### src/rtl/prim_hardened_cnt_pkg.sv
// prim_hardened_cnt_pkg: shared op encoding and saturating arithmetic for the hardened counter.
package prim_hardened_cnt_pkg;

  typedef enum logic [2:0] {
    CntHold,
    CntClr,
    CntSet,
    CntIncr,
    CntDecr
  } cnt_op_e;

  localparam int unsigned MaxWidth = 32;

  // a + b clamped to 2^w-1; the extra MSB holds the carry for w == MaxWidth
  function automatic logic [MaxWidth-1:0] sat_add(input logic [MaxWidth-1:0] a,
                                                  input logic [MaxWidth-1:0] b,
                                                  input int unsigned w);
    logic [MaxWidth:0] sum, lim;
    sum = {1'b0, a} + {1'b0, b};
    lim = ((MaxWidth+1)'(1) << w) - (MaxWidth+1)'(1);
    return (sum > lim) ? lim[MaxWidth-1:0] : sum[MaxWidth-1:0];
  endfunction

  // a - b clamped to 0; the borrow lands in the extra MSB
  function automatic logic [MaxWidth-1:0] sat_sub(input logic [MaxWidth-1:0] a,
                                                  input logic [MaxWidth-1:0] b);
    logic [MaxWidth:0] diff;
    diff = {1'b0, a} - {1'b0, b};
    return diff[MaxWidth] ? '0 : diff[MaxWidth-1:0];
  endfunction

endpackage

### src/rtl/prim_hardened_cnt_chk.sv
// prim_hardened_cnt_chk: combinational primary/shadow consistency check (XNOR + OR-reduce).
module prim_hardened_cnt_chk #(
  parameter int Width = 8
) (
  input  logic [Width-1:0] cnt,
  input  logic [Width-1:0] cnt_shadow,
  output logic             mis
);
  assign mis = |(~(cnt ^ cnt_shadow));
endmodule

### src/rtl/prim_hardened_cnt.sv
// prim_hardened_cnt: saturating up/down counter with inverted shadow copy and registered mismatch flag.
// Define PRIM_HARDENED_CNT_STICKY_ERR_EN to make err_o latch until reset.
module prim_hardened_cnt
  import prim_hardened_cnt_pkg::*;
#(
  parameter int              Width      = 8,
  parameter logic [Width-1:0] ResetValue = '0
) (
  input  logic             clk_i,
  input  logic             rst_ni,
  input  logic             clr_i,
  input  logic             set_i,
  input  logic [Width-1:0] set_cnt_i,
  input  logic             incr_en_i,
  input  logic             decr_en_i,
  input  logic [Width-1:0] step_i,
  output logic [Width-1:0] cnt_o,
  output logic             sat_o,
  output logic             err_o
);

  cnt_op_e          op;
  logic [Width-1:0] cnt_q, cnt_d, cnt_shadow_q, shadow_d;
  logic             dir_q, dir_d, err_q, err_d, mis;

  assign op = clr_i                    ? CntClr  :
              set_i                    ? CntSet  :
              (incr_en_i && !decr_en_i) ? CntIncr :
              (decr_en_i && !incr_en_i) ? CntDecr : CntHold;

  assign cnt_d = (op == CntClr)  ? ResetValue :
                 (op == CntSet)  ? set_cnt_i  :
                 (op == CntIncr) ? Width'(sat_add(MaxWidth'(cnt_q), MaxWidth'(step_i), Width)) :
                 (op == CntDecr) ? Width'(sat_sub(MaxWidth'(cnt_q), MaxWidth'(step_i))) : cnt_q;

  // shadow moves opposite to the primary, computed from its own register only
  assign shadow_d = (op == CntClr)  ? ~ResetValue :
                    (op == CntSet)  ? ~set_cnt_i  :
                    (op == CntIncr) ? Width'(sat_sub(MaxWidth'(cnt_shadow_q), MaxWidth'(step_i))) :
                    (op == CntDecr) ? Width'(sat_add(MaxWidth'(cnt_shadow_q), MaxWidth'(step_i), Width)) :
                    cnt_shadow_q;

  assign dir_d = (op == CntIncr) ? 1'b1 : (op == CntDecr) ? 1'b0 : dir_q;

  prim_hardened_cnt_chk #(.Width(Width)) u_chk (
    .cnt        (cnt_q),
    .cnt_shadow (cnt_shadow_q),
    .mis        (mis)
  );

`ifdef PRIM_HARDENED_CNT_STICKY_ERR_EN
  assign err_d = err_q | mis;
`else
  assign err_d = mis;
`endif

  always_ff @(posedge clk_i or negedge rst_ni) begin
    if (!rst_ni) begin
      cnt_q        <= ResetValue;
      cnt_shadow_q <= ~ResetValue;
      dir_q        <= 1'b1;
      err_q        <= 1'b0;
    end else begin
      cnt_q        <= cnt_d;
      cnt_shadow_q <= shadow_d;
      dir_q        <= dir_d;
      err_q        <= err_d;
    end
  end

  assign cnt_o = cnt_q;
  assign sat_o = dir_q ? &cnt_q : ~|cnt_q;
  assign err_o = err_q;

endmodule

### config.mk
export PLATFORM = sky130hd
export DESIGN_NAME = prim_hardened_cnt
export DESIGN_NICKNAME = d
export VERILOG_FILES = /design/src/rtl/prim_hardened_cnt_pkg.sv /design/src/rtl/prim_hardened_cnt_chk.sv /design/src/rtl/prim_hardened_cnt.sv
export SDC_FILE = /design/constraint.sdc
export NUM_CORES = 1
export LEC_CHECK = 0
export BUFFER_PORTS_ARGS = -buffer_cell sky130_fd_sc_hd__buf_2
export CAP_MARGIN = 20
export CORE_ASPECT_RATIO = 1.2
export CORE_MARGIN = 2
export CORE_UTILIZATION = 59
export CTS_CLUSTER_DIAMETER = 120
export DETAILED_ROUTE_END_ITERATION = 8
export PLACE_DENSITY_LB_ADDON = 0.1
export SLEW_MARGIN = 20
export SYNTH_ARGS = -nofsm -noshare
export SYNTH_HDL_FRONTEND = slang
export SYNTH_SLANG_ARGS = --single-unit
### constraint.sdc
create_clock -name clk_i -period 3.7 [get_ports clk_i]
set_input_delay 0.74 -clock clk_i [delete_from_list [all_inputs] [get_ports clk_i]]
set_output_delay 0.74 -clock clk_i [all_outputs]
set_load 0.01 [all_outputs]
==> results.py <==
metrics = {
    "worst_setup_path": {
        "critical_path_arrival_ns": 3.15,
        "cpMaxStageDelayCell": "fa_1",
        "end_kind": "flop",
        "critPathMaxStageDelay_ns": 0.49,
        "crit_required_ns": 3.85,
        "cp_max_fo": 7,
        "critPathKind": "primary input to flop",
        "path_cells": "buf_2 -> inv_1 -> fa_1 -> a21o_1 -> a311o_1 -> or3_1 -> a31o_4 -> a21oi_2 -> nor3_1 -> a221o_1",
        "startpoint_type": "primary input",
    },
    "clocking": {
        "htreeDepth": 1,
        "clk_latency_ns": 0.26,
        "postCtsSetupRepairBufs": 0,
        "cts_max_path_buffers": 2,
        "numCtsBuffers": 3,
        "cts_tree": "yes",
        "clkSinkCount": 18,
        "cts_resized": 0,
        "clk_pin_slew_ns": 0.08,
        "hold_buffers": 0,
        "clockRootBuffer": "clkbuf_8",
    },
    "global_routing": {
        "antenna_found_initial": 0,
        "grt_usage": 0.3020,
        "grt_pass1_wl_um": 10960,
        "grt_pass1_vias": 2281,
        "grt_overflow_total": 0,
        "grt_max_degree": 19,
    },
    "finish": {
        "final_cells": 388,
        "area_growth_pct": 9.499,
        "final_nets": 393,
        "n_fill_cell": 359,
        "diodes": 0,
        "drive_above_1_share": 0.1527,
    },
    "power": {
        "irDropWorstVdd_mv": 0.1696,
        "powerDensity_nw_per_um2": 311.8,
        "leakage_nw": 1.197,
        "totalPowerFinal_mw": 0.8364,
    },
    "detailed_routing": {
        "wl_per_cell_um": 17.12,
        "remaining_drc_errors": 0,
        "drt-initial-drc-count": 194,
        "ant_nets": 0,
        "vias_per_cell": 6.134,
        "finalWirelength_um": 6642,
        "num_vias": 2380,
        "drt_pass1_iterations": 4,
    },
    "logic_synthesis": {
        "async_flop_share": 1.000,
        "synth-adder-area-share": 0.1961,
        "syn-num-nets": 366,
        "synth_flop_cell": "dfstp_2",
        "syn_avg_cell_area_sq_um": 7.954,
        "synth_warnings": 0,
        "synth.area.top_cells": "ha_1 16%, dfstp_2 9.7%, dfrtp_1 9.2%",
        "synth_seq_area_share": 0.1885,
        "yosysMostFrequentCell": "ha_1",
        "synth_top_cell_by_area": "ha_1",
        "synth_top_family_by_area": "compound AO/OA/AOI/OAI gates",
        "synthTopCellsByCount": "32 x ha_1, 29 x nor2_1, 27 x inv_1",
        "yosysTopAreaCellShare": 0.1634,
        "synth_edf_count": 0,
        "yosys.area_share.simple": 0.1752,
        "synth_cell_types": 53,
        "ys_ff_latch": 18,
        "synth-compound-area-share": 0.2875,
        "synthMuxAreaShare": 0.01226,
        "netlist_instances": 308,
        "synth_area_sq_um": 2450,
        "synthXorXnorAreaFrac": 0.07865,
    },
    "sta": {
        "finalSetupViolations": 0,
        "tightestPinTransition_ns": 0.6926,
        "fin_setup_tns_ns": 0,
        "maxSlewViolCount": 0,
        "period_needed_ns": 2.997,
        "rsz0062_at_grt": "no",
        "slew_headroom": 0.5347,
        "finalCritPeriodShare": 0.8099,
        "fmax_ghz": 0.3337,
        "final_hold_viol_count": 0,
        "fin_worst_skew_ns": 0.008266,
    },
    "floorplan": {
        "dieHeight_um": 74.59,
        "core_region_area_sq_um": 3973,
        "num_rows": 25,
        "dieArea_sq_um": 4686,
        "die_w_um": 62.83,
        "start_util": 0.6167,
        "io_pins": 32,
    },
    "run": {
        "cap_viol_max_count": 0,
    },
    "placement": {
        "port_buffers": 31,
        "place_hpwl_um": 5352,
        "gp_congestion": 0.9095,
        "place_inst": 384,
    },
    "status": {
        "outcome": "completed",
    },
    "min_path": {
        "hp-class": "primary input to asynchronous set/reset pin",
    },
}
sequential cells by signal, indices dropped and copies added (netlist names):
name	count
err_o	1
dir_q	1
cnt_o	8
cnt_shadow_q	8
critical path, delay by kind of cell:
family	cells	cell delay [ns]
AO/OA/AOI/OAI	5	1.23
adder cells (fa/ha/maj)	1	0.49
buffers and inverters	2	0.28
AND/OR/NAND/NOR	2	0.39
layout by cell type (no fill, tap or decap), types with 5 or more instances in the layout:
cell type	count
nand3_1	5
nor3_1	11
o21bai_1	5
nand2_1	13
o21a_1	9
dfrtp_1	9
inv_1	27
dfstp_2	9
nor4_1	6
xnor2_1	17
nor2b_1	8
buf_2	31
xor2_1	5
o21ai_0	20
a21oi_1	25
ha_1	32
nor2_1	29
routing by layer:
layer  vias up  GRT usage  routed length (um)
li1       1168          -                   -
met1      1097     0.3735                2654
met2        93     0.5400                3334
met3        22    0.02723                 454
met4         0     0.1407                 199
met5         -          0                   0
stage by stage:
stage | hold WS [ns] | worst slack [ns] | cell area [sq um] | utilization
global placement | 0.5213 | 0.4815 | 2638 | 0.6639
finish | 0.4030 | 0.7035 | 2683 | 0.6753
CTS | 0.4166 | 0.6889 | 2683 | 0.6753
global route | 0.4290 | 0.5804 | 2683 | 0.6753
floorplan | 0.4444 | 0.7270 | 2450 | -
detailed placement | 0.5253 | 0.4106 | 2638 | 0.6639
report_power, final:
part           internal, mW  total, mW  switching (mW)
Combinational         0.184      0.426           0.242
Clock                0.0767      0.150          0.0737
Sequential            0.225      0.260          0.0344
Total                 0.486      0.836           0.350
final cells by class:
| type | instances | area, sq um | area share |
|---|---|---|---|
| multi-input combinational | 252 | 1837 | 0.6847 |
| sequential | 18 | 461.7 | 0.1721 |
| timing repair buffer | 33 | 170.2 | 0.06343 |
| inverter | 27 | 101.3 | 0.03778 |
| tap | 54 | 67.56 | 0.02519 |
| clock buffer | 4 | 45.04 | 0.01679 |
path summary, 6_finish.rpt:
path / slack, ns / endpoint / cells past startpoint / startpoint
setup / recovery: 0.70 / cnt_o[2] / 10 / step_i[1]
hold / removal: 0.40 / err_o / 1 / rst_ni
setup reg to reg: 0.76 / cnt_o[2] / 11 / cnt_o[0]
hold reg to reg: 0.53 / dir_q / 2 / dir_q
max in group asynchronous: 2.95 / dir_q / 1 / rst_ni
min in group clk_i: 0.53 / dir_q / 2 / dir_q
cells by family after synthesis:
group,count (synthesis)
AO/OA/AOI/OAI,103
XOR/XNOR,22
adder cells (fa/ha/maj),36
buffers and inverters,38
flip-flops,18
multiplexers,3
AND/OR/NAND/NOR,88
(Power assumes the default switching activity.)
